===== src/rtl/ram_fifo_ctrl_if.sv =====
// Bus bundle between ram_fifo_ctrl and its surroundings: write stream, FWFT read stream,
// fill level and the two dual_port_ram ports. almost_full exists only with RAM_FIFO_AFULL_EN.
interface ram_fifo_ctrl_if #(
    parameter int DATA_WIDTH = 8,
    parameter int ADDR_WIDTH = 4
);
    logic                  s_valid;
    logic                  s_ready;
    logic [DATA_WIDTH-1:0] s_data;
    logic                  m_valid;
    logic                  m_ready;
    logic [DATA_WIDTH-1:0] m_data;
    logic [ADDR_WIDTH+1:0] count;
    logic                  ram_we1;
    logic [ADDR_WIDTH-1:0] ram_addr1;
    logic [DATA_WIDTH-1:0] ram_din1;
    logic                  ram_we2;
    logic [ADDR_WIDTH-1:0] ram_addr2;
    logic [DATA_WIDTH-1:0] ram_dout2;
`ifdef RAM_FIFO_AFULL_EN
    logic                  almost_full;
`endif

    // master: producer/consumer/RAM side; slave: the controller
    modport master (
        output s_valid, s_data, m_ready, ram_dout2,
        input  s_ready, m_valid, m_data, count,
        input  ram_we1, ram_addr1, ram_din1, ram_we2, ram_addr2
`ifdef RAM_FIFO_AFULL_EN
        , input almost_full
`endif
    );

    modport slave (
        input  s_valid, s_data, m_ready, ram_dout2,
        output s_ready, m_valid, m_data, count,
        output ram_we1, ram_addr1, ram_din1, ram_we2, ram_addr2
`ifdef RAM_FIFO_AFULL_EN
        , output almost_full
`endif
    );
endinterface


===== src/rtl/ram_fifo_ctrl.sv =====
// FWFT FIFO controller around an external dual_port_ram (port 1 writes, port 2 reads) with a
// 2-entry skid absorbing the RAM read latency. Optional RAM_FIFO_AFULL_EN adds almost_full.
module ram_fifo_ctrl #(
    parameter int DATA_WIDTH = 8,
    parameter int ADDR_WIDTH = 4
`ifdef RAM_FIFO_AFULL_EN
    ,
    parameter int AFULL_THRESH = (2 ** ADDR_WIDTH) - 2
`endif
) (
    input  logic             clk,
    input  logic             rst,
    ram_fifo_ctrl_if.slave   bus
);
    localparam int DEPTH = 2 ** ADDR_WIDTH;
    localparam int PW    = ADDR_WIDTH + 1;
    localparam int CW    = ADDR_WIDTH + 2;

    logic [PW-1:0]         wr_ptr_q, wr_ptr_d;
    logic [PW-1:0]         rd_ptr_q, rd_ptr_d;
    logic                  rd_pend_q, rd_pend_d;
    logic [DATA_WIDTH-1:0] skid_q [2];
    logic                  head_q, head_d;
    logic                  tail_q, tail_d;
    logic [1:0]            skid_cnt_q, skid_cnt_d;

    logic [PW-1:0] ram_cnt;
    logic [2:0]    occ_after_pop;
    logic          push, pop, issue, m_valid;

    assign ram_cnt = wr_ptr_q - rd_ptr_q;
    assign m_valid = (skid_cnt_q != 2'd0);
    assign pop     = m_valid && bus.m_ready;
    assign push    = bus.s_valid && bus.s_ready;

    // A new read may only be issued if its data is guaranteed a free skid slot on return
    assign occ_after_pop = 3'(skid_cnt_q) + 3'(rd_pend_q) - 3'(pop);
    assign issue         = (ram_cnt != '0) && (occ_after_pop < 3'd2);

    always_comb begin
        wr_ptr_d   = wr_ptr_q + PW'(push);
        rd_ptr_d   = rd_ptr_q + PW'(issue);
        rd_pend_d  = issue;
        head_d     = head_q ^ pop;
        tail_d     = tail_q ^ rd_pend_q;
        skid_cnt_d = skid_cnt_q + 2'(rd_pend_q) - 2'(pop);
    end

    always_ff @(posedge clk) begin
        if (rst) begin
            wr_ptr_q   <= '0;
            rd_ptr_q   <= '0;
            rd_pend_q  <= 1'b0;
            head_q     <= 1'b0;
            tail_q     <= 1'b0;
            skid_cnt_q <= 2'd0;
            skid_q[0]  <= '0;
            skid_q[1]  <= '0;
        end else begin
            wr_ptr_q   <= wr_ptr_d;
            rd_ptr_q   <= rd_ptr_d;
            rd_pend_q  <= rd_pend_d;
            head_q     <= head_d;
            tail_q     <= tail_d;
            skid_cnt_q <= skid_cnt_d;
            if (rd_pend_q) skid_q[tail_q] <= bus.ram_dout2;
        end
    end

    assign bus.s_ready   = (ram_cnt != PW'(DEPTH));
    assign bus.ram_we1   = push;
    assign bus.ram_addr1 = wr_ptr_q[ADDR_WIDTH-1:0];
    assign bus.ram_din1  = bus.s_data;
    assign bus.ram_we2   = 1'b0;
    assign bus.ram_addr2 = rd_ptr_q[ADDR_WIDTH-1:0];
    assign bus.m_valid   = m_valid;
    // When empty, the slot behind head is the most recently popped word, so m_data holds
    assign bus.m_data    = m_valid ? skid_q[head_q] : skid_q[~head_q];
    assign bus.count     = CW'(ram_cnt) + CW'(rd_pend_q) + CW'(skid_cnt_q);

`ifdef RAM_FIFO_AFULL_EN
    logic [CW-1:0] count_d;
    logic          afull_q;

    assign count_d = CW'(wr_ptr_d - rd_ptr_d) + CW'(rd_pend_d) + CW'(skid_cnt_d);

    always_ff @(posedge clk) begin
        if (rst) afull_q <= 1'b0;
        else     afull_q <= (count_d >= CW'(AFULL_THRESH));
    end

    assign bus.almost_full = afull_q;
`endif
endmodule


===== src/flat_wrapper.sv =====
// flat-port wrapper written by rule: the top's interface ports become plain ports
module ram_fifo_ctrl_flat 
#(
    parameter int DATA_WIDTH = 8,
    parameter int ADDR_WIDTH = 4

)
  (clk, rst, bus_s_valid, bus_s_data, bus_m_ready, bus_ram_dout2, bus_s_ready, bus_m_valid, bus_m_data, bus_count, bus_ram_we1, bus_ram_addr1, bus_ram_din1, bus_ram_we2, bus_ram_addr2);
  ram_fifo_ctrl_if #(.DATA_WIDTH(DATA_WIDTH), .ADDR_WIDTH(ADDR_WIDTH)) bus_i ();
  input  logic clk;
  input  logic rst;
  input wire logic [$bits(bus_i.s_valid)-1:0] bus_s_valid;
  input wire logic [$bits(bus_i.s_data)-1:0] bus_s_data;
  input wire logic [$bits(bus_i.m_ready)-1:0] bus_m_ready;
  input wire logic [$bits(bus_i.ram_dout2)-1:0] bus_ram_dout2;
  output wire logic [$bits(bus_i.s_ready)-1:0] bus_s_ready;
  output wire logic [$bits(bus_i.m_valid)-1:0] bus_m_valid;
  output wire logic [$bits(bus_i.m_data)-1:0] bus_m_data;
  output wire logic [$bits(bus_i.count)-1:0] bus_count;
  output wire logic [$bits(bus_i.ram_we1)-1:0] bus_ram_we1;
  output wire logic [$bits(bus_i.ram_addr1)-1:0] bus_ram_addr1;
  output wire logic [$bits(bus_i.ram_din1)-1:0] bus_ram_din1;
  output wire logic [$bits(bus_i.ram_we2)-1:0] bus_ram_we2;
  output wire logic [$bits(bus_i.ram_addr2)-1:0] bus_ram_addr2;
  assign bus_i.s_valid = bus_s_valid;
  assign bus_i.s_data = bus_s_data;
  assign bus_i.m_ready = bus_m_ready;
  assign bus_i.ram_dout2 = bus_ram_dout2;
  assign bus_s_ready = bus_i.s_ready;
  assign bus_m_valid = bus_i.m_valid;
  assign bus_m_data = bus_i.m_data;
  assign bus_count = bus_i.count;
  assign bus_ram_we1 = bus_i.ram_we1;
  assign bus_ram_addr1 = bus_i.ram_addr1;
  assign bus_ram_din1 = bus_i.ram_din1;
  assign bus_ram_we2 = bus_i.ram_we2;
  assign bus_ram_addr2 = bus_i.ram_addr2;
  ram_fifo_ctrl #(.DATA_WIDTH(DATA_WIDTH), .ADDR_WIDTH(ADDR_WIDTH)) u_core (.clk(clk), .rst(rst), .bus(bus_i));
endmodule

===== config.mk =====
export PLATFORM = sky130hd
export DESIGN_NAME = ram_fifo_ctrl_flat
export DESIGN_NICKNAME = d
export VERILOG_FILES = /design/src/rtl/ram_fifo_ctrl_if.sv /design/src/rtl/ram_fifo_ctrl.sv /design/src/flat_wrapper.sv
export SDC_FILE = /design/constraint.sdc
export NUM_CORES = 1
export LEC_CHECK = 0
export CAP_MARGIN = 20
export CELL_PAD_IN_SITES_DETAIL_PLACEMENT = 1
export CELL_PAD_IN_SITES_GLOBAL_PLACEMENT = 2
export CORE_UTILIZATION = 31
export DETAILED_ROUTE_END_ITERATION = 10
export PLACE_DENSITY = 0.94
export SLEW_MARGIN = 20
export SYNTH_ARGS = -nofsm -noshare
export SYNTH_HDL_FRONTEND = slang
export SYNTH_SLANG_ARGS = --single-unit

===== constraint.sdc =====
create_clock -name clk -period 7.55 [get_ports clk]
set_input_delay 1.51 -clock clk [delete_from_list [all_inputs] [get_ports clk]]
set_output_delay 1.51 -clock clk [all_outputs]
set_load 0.02 [all_outputs]

==> results.yml, run 1 <==
clocking:
  h-tree-depth: 2
  clock_latency_ns: 0.28
  numCtsBuffers: 5
  cts_buffer_depth: 2
  cts_resized: 0
  cts_tree: "yes"
  root_buffer: "clkbuf_8"
  post_cts_buffers: 0
  cts.sinks: 31
  hold_buffers: 0
  clk_pin_slew_worst_paths_ns: 0.07
global_route:
  grt_max_degree: 20
  overflow: 0
  grt_pass1_vias: 1128
  met1_usage_pct: 13.69
  top_usage_layer: "met2"
  grt_use_met3_pct: 2.588
  gr-usage-met2_pct: 19.56
  grt_pass1_wl_um: 5271
  antenna_found_initial: 0
  grt.total_usage_pct: 11.46
cells_and_area:
  drive_gt1_share_pct: 11.64
  fin_util_pct: 39.63
  syn_to_final_growth_pct: 23.08
  num-nets-final: 223
  antenna-diode-count: 0
timing:
  max-slew-margin-rel_pct: 55.59
  setup_tns_ns: 0
  period_needed_ns: 4.463
  worst_pin_slew_ns: 0.6641
  fin_crit_sh_pct: 59.11
  clock_skew_ns: 0.004486
  maxSlewViolCount: 0
  hold_violations: 0
  timing.fmax_mhz: 224.1
  rsz0062_at_grt: "false"
  setup_violations: 0
run_status:
  status: "complete, but fails checks"
  violations: "DRC"
floorplan:
  die_w_um: 77.63
  ioPinCount: 54
  row_count: 27
  die_y_um: 77.63
  dieArea_um2: 6026
  start_util_pct: 32.20
  fp.coreArea_um2: 5507
yosys:
  synthCells: 164
  ys.flop_type: "edfxtp_1"
  ys_warn_count: 0
  synth_edf_count: 16
  ys_ff_latch: 31
  synth.net_count: 199
  avgSynthCellArea_um2: 10.81
  netlist_area_um2: 1773
  ys_async_sr_fraction_pct: 0
  seq_area_frac_synth_pct: 44.04
  synth.distinct_cells: 29
setup_path:
  path_class: "reg2out"
  regToRegSetupSlack_ns: 4.56
  worstPathRequired_ns: 6.04
  critPathCaptureType: "output port"
  critical_path.max_fanout: 3
  crit_arrival_ns: 2.95
  setup.worst_path.start_class: "flip-flop"
  timing.rr.end: "u_core.rd_ptr_q[4]$_SDFF_PP0_"
  r2r_cells: 15
  reg2reg_from: "u_core.skid_cnt_q[1]$_SDFF_PP0_"
route:
  vias: 1140
  wirelength_um: 3303
  wl_per_cell_um: 12.66
  dr.pass1.iters: 7
  initialDrtViolationCount: 24
  antenna_left: 0
  post-route-drc-count: 1
  viasPerCell: 4.368
hold_path:
  min_path_type: "reg2reg"
  worstHoldStart: "u_core.tail_q$_SDFF_PP0_"
  hold_depth: 2
  hold_end: "u_core.tail_q$_SDFF_PP0_"
pwr:
  cellPowerDensity_nw_per_um2: 409.9
  swShare_pct: 39.14
  vdd_ir_drop_max_v: 0.0001328
  p_int_uw: 544.3
  p_leak_uw: 0.0008680
  combinationalPowerShare_pct: 58.4
  p_clk_share_pct: 14.9
  seqPwrFrac_pct: 26.6
  p_switching_uw: 350.1
place:
  portBuffers: 36
  hpwl_um: 2581
  gp_congestion: 0.6873
job:
  maxCapViolations: 0
-- how the worst max path moves through the flow --
stage	start	end	slack, ns
2_1_floorplan	u_core.wr_ptr_q[0]$_SDFF_PP0_	bus_count[4]	3.83
3_3_place_gp	bus_s_valid	bus_ram_we1	3.33
3_5_place_dp	bus_s_valid	bus_ram_we1	3.31
4_1_cts	u_core.wr_ptr_q[0]$_SDFF_PP0_	bus_count[4]	3.04
5_1_grt	u_core.wr_ptr_q[0]$_SDFF_PP0_	bus_count[4]	2.96
6_report	u_core.wr_ptr_q[0]$_SDFF_PP0_	bus_count[4]	3.09
-- layout make-up --
type / count / area [um^2]
Inverter: 11 / 41.29
Clock buffer: 6 / 82.58
Clock inverter: 2 / 11.26
Fill cell: 606 / 3324
Tap cell: 72 / 90.09
Sequential cell: 31 / 780.7
Timing Repair Buffer: 36 / 360.3
Multi-Input combinational cell: 103 / 815.8
-- cells in the mapped netlist, types with 4 or more instances --
| cell | instances | area [um^2] |
|---|---|---|
| xor2_1 | 5 | 43.79 |
| mux2_2 | 8 | 90.09 |
| nor2_1 | 14 | 52.55 |
| and2_1 | 17 | 106.4 |
| dfxtp_1 | 15 | 300.3 |
| fa_1 | 4 | 80.08 |
| nand2b_1 | 5 | 31.28 |
| xnor2_1 | 9 | 78.83 |
| nor2b_1 | 5 | 31.28 |
| inv_1 | 11 | 41.29 |
| a21oi_1 | 5 | 25.02 |
| ha_1 | 11 | 137.6 |
| edfxtp_1 | 16 | 480.5 |
| nand3_1 | 5 | 25.02 |
| buf_4 | 17 | 127.6 |
-- sequential cells by signal, summed over array words and instances, names as in the netlist --
signal / count
u_core.skid_q: 16
u_core.rd_ptr_q: 5
u_core.wr_ptr_q: 5
u_core.skid_cnt_q: 2
u_core.head_q: 1
u_core.rd_pend_q: 1
u_core.tail_q: 1
-- logic make-up after synthesis --
logic type / after synthesis / share of synthesized area [%]
multiplexers: 8 / 5.081
flip-flops: 31 / 44.04
adder cells (fa/ha/maj): 15 / 12.28
buffers and inverters: 30 / 9.951
XOR/XNOR: 15 / 7.834
AO/OA/AOI/OAI: 9 / 3.105
other: 1 / 0.2115
AND/OR/NAND/NOR: 55 / 17.50
-- layout by cell type (no fill, tap or decap), types with 3 or more instances in the layout --
cell type / instances
a21oi_1: 5
and2_1: 17
clkbuf_8: 6
clkdlybuf4s50_1: 36
dfxtp_1: 15
edfxtp_1: 16
fa_1: 4
ha_1: 11
inv_1: 11
mux2_2: 8
nand2_1: 3
nand2b_1: 5
nand3_1: 5
nor2_1: 14
nor2b_1: 5
xnor2_1: 9
xor2_1: 5
-- per-layer routing --
metal	up-vias	share of wire, %
met5	-	0
met4	0	1.6
met3	6	4.6
met2	25	50
met1	540	44
li1	569	-
-- per-stage QoR --
stage | setup WS [ns] | cell area, um^2 | hold WS (ns) | instances | total power, uW
finish | 3.087 | 2182 | 0.4793 | 261 | 894.4
global route | 2.956 | 2182 | 0.5208 | 261 | 963.9
CTS | 3.041 | 2182 | 0.4817 | 261 | 914.9
detailed placement | 3.308 | 2088 | 0.4726 | 253 | 776.9
global placement | 3.326 | 2088 | 0.4626 | 253 | 763.8
floorplan | 3.827 | 1773 | 0.4516 | 164 | 594.3
-- critical path, stage by stage (launching register included) --
cell             delay (ns)
dfxtp_1                0.35
inv_1                  0.05
ha_1                   0.20
fa_1                   0.50
inv_1                  0.07
fa_1                   0.43
inv_1                  0.07
nor2_1                 0.04
and3_2                 0.22
xnor2_1                0.12
clkdlybuf4s50_1        0.62
-- power groups by stage --
stage	registers (uW)	clock network, uW	logic [uW]
floorplan	235	0	359
finish	238	134	523
detailed placement	243	0	534
CTS	239	139	536
global placement	241	0	523
global route	244	146	574
Note: power is estimated with default switching activity, not from simulation.
==> run 2: changes to the inputs <==
--- a/config.mk
+++ b/config.mk
@@ -8,9 +8,9 @@
 export CAP_MARGIN = 20
 export CELL_PAD_IN_SITES_DETAIL_PLACEMENT = 1
 export CELL_PAD_IN_SITES_GLOBAL_PLACEMENT = 2
-export CORE_UTILIZATION = 31
+export CORE_UTILIZATION = 26
 export DETAILED_ROUTE_END_ITERATION = 10
-export PLACE_DENSITY = 0.94
+export PLACE_DENSITY = 0.85
 export SLEW_MARGIN = 20
 export SYNTH_ARGS = -nofsm -noshare
 export SYNTH_HDL_FRONTEND = slang
==> constraint.sdc (replaced) <==
create_clock -name clk -period 3.65 [get_ports clk]
set_input_delay 0.73 -clock clk [delete_from_list [all_inputs] [get_ports clk]]
set_output_delay 0.73 -clock clk [all_outputs]
set_load 0.02 [all_outputs]
==> results.yml, run 2 (synthesized netlist as in run 1, its figures left out) <==
run_status:
  status: "finished, final reports clean"
clocking:
  clk_pin_slew_worst_paths_ns: 0.06
  cts_tree: "yes"
  cts_buffer_depth: 2
  hold_buffers: 0
  clock_latency_ns: 0.28
  h-tree-depth: 2
  numCtsBuffers: 5
  cts.sinks: 31
  root_buffer: "clkbuf_8"
timing:
  rsz0062_at_grt: "false"
  setup_violations: 0
  clock_skew_ns: 0.004395
  timing.fmax_mhz: 286.0
  period_needed_ns: 3.497
  fin_crit_sh_pct: 95.81
  setup_tns_ns: 0
  maxSlewViolCount: 0
  hold_violations: 0
place:
  place_area_um2: 2102
  gp_congestion: 0.7647
  hpwl_um: 2771
  portBuffers: 36
floorplan:
  row_count: 29
  ioPinCount: 54
  start_util_pct: 27.45
  die_w_um: 84.58
  die_y_um: 84.58
  dieArea_um2: 7153
  fp.coreArea_um2: 6459
setup_path:
  worstPathRequired_ns: 2.92
  path_class: "reg2out"
  path_cells: "inv_1 -> ha_1 -> and3b_1 -> or3_4 -> and2_4 -> o31a_1 -> clkdlybuf4s50_1"
  critPathCaptureType: "output port"
  crit_arrival_ns: 2.77
  cpLargestDelayFamily: "simple AND/OR/NAND/NOR gates"
  cp_slowest_cell: "clkdlybuf4s50_1"
  startpoint: "u_core.rd_ptr_q[2]$_SDFF_PP0_"
  cp_num_buf_inv: 2
  critical_path.max_fanout: 5
  reg2reg_from: "u_core.skid_cnt_q[1]$_SDFF_PP0_"
  critical_path.max_stage_delay_ns: 0.55
  setup.worst_path.start_class: "flip-flop"
  regToRegSetupSlack_ns: 0.64
pwr:
  p_leak_uw: 0.0009104
  cellPowerDensity_nw_per_um2: 842.5
  vdd_ir_drop_max_v: 0.0002756
hold_path:
  min_path_type: "reg2reg"
  worstHoldStart: "u_core.tail_q$_SDFF_PP0_"
global_route:
  overflow: 0
  grt_max_degree: 20
  grt_pass1_wl_um: 5809
  grt.total_usage_pct: 10.68
  grt_pass1_vias: 1246
  antenna_found_initial: 0
route:
  dr.pass1.iters: 3
  vias: 1126
  post-route-drc-count: 0
  viasPerCell: 4.217
  initialDrtViolationCount: 11
  wl_per_cell_um: 13.21
  wirelength_um: 3528
  antenna_left: 0
cells_and_area:
  top_register: "u_core.skid_q"
  final_common_cell: "clkdlybuf4s50_1"
  syn_to_final_growth_pct: 23.78
  reg_top3: "u_core.skid_q (16), u_core.rd_ptr_q (5), u_core.wr_ptr_q (5)"
  final_cell_mix: "33 x clkdlybuf4s50_1, 17 x and2_1, 16 x edfxtp_1"
  final_cell_area_um2: 2195
  antenna-diode-count: 0
  largest_register_ffs: 16
  num-nets-final: 224
  fill_cells: 735
  drive_gt1_share_pct: 12.11
job:
  maxCapViolations: 0
-- run 2: area by class of cell --
class | count | area (um^2) | share of cell area, %
Clock inverter | 1 | 5.005 | 0.2281
Inverter | 11 | 41.29 | 1.881
Tap cell | 77 | 96.34 | 4.390
Timing Repair Buffer | 37 | 371.6 | 16.93
Clock buffer | 7 | 76.32 | 3.478
Sequential cell | 31 | 780.7 | 35.58
Multi-Input combinational cell | 103 | 823.3 | 37.51
-- run 2: path summary, 6_finish.rpt --
check	end	cells past startpoint
worst max-delay path	bus_ram_we1	7
worst min-delay path	u_core.tail_q$_SDFF_PP0_	2
worst max register to register	u_core.rd_ptr_q[4]$_SDFF_PP0_	15
worst min register to register	u_core.tail_q$_SDFF_PP0_	2
-- run 2: metal layers --
layer	vias to the layer above	part of all wire [%]	wire, um	GRT usage, %
met5	-	0	0	0
met4	0	1.4	51	3.698
met3	7	3.9	137	3.343
met2	18	53	1864	19.51
met1	533	42	1474	11.66
li1	568	-	-	-
-- run 2: where the power goes --
| part | switching (uW) | total (uW) | internal (uW) | leakage (uW) |
|---|---|---|---|---|
| clock network | 118 | 251 | 133 | 0.0000422 |
| logic | 565 | 1110 | 540 | 0.000578 |
| registers | 51.5 | 492 | 441 | 0.000290 |
-- run 2: repair_timing --
item | 4_1_cts | 5_1_grt
buffers inserted | 0 | 0
resized for setup | 1 | 3
setup endpoints to repair | 1 | 3
endpoints found under the hold margin | 0 | 0
-- run 2: stage by stage --
| stage | util (%) | power [uW] | hold WS, ns | setup slack, ns | instances |
|---|---|---|---|---|---|
| after floorplan | - | 1229 | 0.4516 | 0.7067 | 164 |
| after global placement | 32.55 | 1609 | 0.4632 | 0.2954 | 259 |
| after detailed placement | 32.55 | 1631 | 0.4818 | 0.2231 | 259 |
| after CTS | 33.79 | 1881 | 0.4899 | 0.1303 | 267 |
| after global routing | 33.98 | 1993 | 0.5148 | 0.0002722 | 267 |
| final | 33.98 | 1849 | 0.4852 | 0.1530 | 267 |
-- run 2: worst reg2reg max path, cell delays in order (launching register included) --
cell,delay [ns]
dfxtp_1,0.38
or2_2,0.36
and2_1,0.20
ha_1,0.27
inv_1,0.05
ha_1,0.13
inv_1,0.05
fa_1,0.37
xnor2_1,0.15
nand2_1,0.09
a21oi_1,0.13
ha_1,0.22
ha_1,0.21
nand3_1,0.10
xor2_1,0.14
nor2_1,0.05
==> run 3: changes to the inputs <==
--- a/config.mk
+++ b/config.mk
@@ -8,9 +8,10 @@
 export CAP_MARGIN = 20
 export CELL_PAD_IN_SITES_DETAIL_PLACEMENT = 1
 export CELL_PAD_IN_SITES_GLOBAL_PLACEMENT = 2
-export CORE_UTILIZATION = 26
+export CORE_UTILIZATION = 29
 export DETAILED_ROUTE_END_ITERATION = 10
-export PLACE_DENSITY = 0.85
+export GPL_TIMING_DRIVEN = 0
+export PLACE_DENSITY = 0.89
 export SLEW_MARGIN = 20
 export SYNTH_ARGS = -nofsm -noshare
 export SYNTH_HDL_FRONTEND = slang
==> constraint.sdc (replaced) <==
create_clock -name clk -period 4.02 [get_ports clk]
set_input_delay 0.804 -clock clk [delete_from_list [all_inputs] [get_ports clk]]
set_output_delay 0.804 -clock clk [all_outputs]
set_load 0.02 [all_outputs]
==> results.yml, run 3 (synthesized netlist as in run 1, its figures left out) <==
run_status:
  status: "finished, final reports clean"
setup_path:
  critPathCaptureType: "output port"
  path_class: "reg2out"
  crit_arrival_ns: 2.99
  r2r_cells: 15
  worstPathRequired_ns: 3.22
  cp.depth: 10
  cp_common_cell: "inv_1"
  path_cells: "inv_1 -> ha_1 -> fa_1 -> inv_1 -> fa_1 -> inv_1 -> nor2_1 -> and3_2 -> xnor2_1 -> clkdlybuf4s50_1"
  cpLargestDelayFamily: "adder cells"
  critical_path.max_fanout: 3
  cp_num_buf_inv: 4
  setup.worst_path.start_class: "flip-flop"
  critical_path.max_stage_delay_ns: 0.63
  cp_slowest_cell: "clkdlybuf4s50_1"
clocking:
  cts.sinks: 31
  hold_buffers: 0
  cts_buffer_depth: 2
  numCtsBuffers: 5
  h-tree-depth: 2
  cts_resized: 0
  root_buffer: "clkbuf_8"
  clock_latency_ns: 0.28
  post_cts_buffers: 0
  clk_pin_slew_worst_paths_ns: 0.07
  cts_tree: "yes"
pwr:
  power_uw: 1768
  p_leak_uw: 0.0009952
  cellPowerDensity_nw_per_um2: 735.1
  vdd_ir_drop_max_v: 0.0002242
timing:
  period_needed_ns: 3.792
  setup_tns_ns: 0
  maxSlewViolCount: 0
  whs_ns: 0.4926
  rsz0062_at_grt: "false"
  max-slew-margin-rel_pct: 65.45
  clock_skew_ns: 0.005571
  worst_pin_slew_ns: 0.5146
  hold_violations: 0
  timing.fmax_mhz: 263.7
  setup_violations: 0
  fin_crit_sh_pct: 94.33
floorplan:
  dieArea_um2: 6430
  fp.coreArea_um2: 5921
  die_w_um: 80.19
  start_util_pct: 29.95
  row_count: 28
  die_y_um: 80.19
  ioPinCount: 54
cells_and_area:
  num-nets-final: 249
  top_register: "u_core.skid_q"
  drive_gt1_share_pct: 18.14
  antenna-diode-count: 0
  largest_register_ffs: 16
  reg_top3: "u_core.skid_q (16), u_core.rd_ptr_q (5), u_core.wr_ptr_q (5)"
  fill_cells: 687
  final_cell_mix: "43 x clkdlybuf4s50_1, 17 x and2_1, 17 x buf_4"
  final_common_cell: "clkdlybuf4s50_1"
  final_cell_area_um2: 2405
  syn_to_final_growth_pct: 35.64
place:
  gp_congestion: 0.7252
  place_area_um2: 2297
  hpwl_um: 2840
  portBuffers: 43
route:
  wl_per_cell_um: 12.21
  viasPerCell: 4.279
  wirelength_um: 3540
  post-route-drc-count: 0
  dr.pass1.iters: 4
  initialDrtViolationCount: 35
  antenna_left: 0
  vias: 1241
hold_path:
  hold_depth: 2
  min_path_type: "reg2reg"
global_route:
  grt_pass1_wl_um: 5637
  grt_pass1_vias: 1220
  antenna_found_initial: 0
  grt_max_degree: 11
  overflow: 0
  grt.total_usage_pct: 11.76
job:
  maxCapViolations: 0
run 3: per-stage QoR:
step | instances | setup slack [ns] | util [%]
6_report | 290 | 0.2280 | 40.62
4_1_cts | 290 | 0.1854 | 40.62
3_3_place_gp | 282 | 0.5105 | 38.80
3_5_place_dp | 282 | 0.4988 | 38.80
2_1_floorplan | 164 | 1.003 | -
5_1_grt | 290 | 0.07765 | 40.62
run 3: worst register-to-register path, stage by stage (launching register included):
cell	delay [ns]
dfxtp_1	0.38
or2_2	0.36
and2_1	0.20
ha_1	0.27
inv_1	0.06
ha_1	0.13
inv_1	0.05
fa_1	0.37
xnor2_1	0.16
nand2_1	0.10
a21oi_1	0.13
ha_1	0.22
ha_1	0.20
nand3_1	0.11
xor2_1	0.15
nor2_1	0.05
run 3: final cells by class:
type                            count  area (um^2)  area share [%]
Inverter                           11        41.29           1.717
Multi-Input combinational cell    103        815.8           33.92
Buffer                             19        135.1           5.619
Timing Repair Buffer               43        430.4           17.90
Tap cell                           75        93.84           3.902
Sequential cell                    31        780.7           32.47
Clock buffer                        5        68.82           2.862
Clock inverter                      3        38.79           1.613
run 3: power breakdown:
part	total (uW)	switching, uW	leakage (uW)	internal [uW]
Clock	294	113	0.0000556	181
Sequential	446	46.3	0.000290	400
Combinational	1030	512	0.000649	515
Total	1770	672	0.000995	1100
run 3: final timing paths:
check | startpoint | to | slack (ns)
setup / recovery | u_core.wr_ptr_q[0]$_SDFF_PP0_ | bus_count[4] | 0.23
hold / removal | u_core.tail_q$_SDFF_PP0_ | u_core.tail_q$_SDFF_PP0_ | 0.49
setup reg to reg | u_core.skid_cnt_q[1]$_SDFF_PP0_ | u_core.rd_ptr_q[4]$_SDFF_PP0_ | 0.98
hold reg to reg | u_core.tail_q$_SDFF_PP0_ | u_core.tail_q$_SDFF_PP0_ | 0.49
run 3: layer usage:
layer  global-route usage, %  part of all wire (%)  vias to the layer above
met5                       0                     0                        -
met1                   13.43                    41                      592
met2                   20.17                    53                       29
li1                        -                     -                      618
met4                   4.821                  0.73                        0
met3                   3.750                   5.1                        2
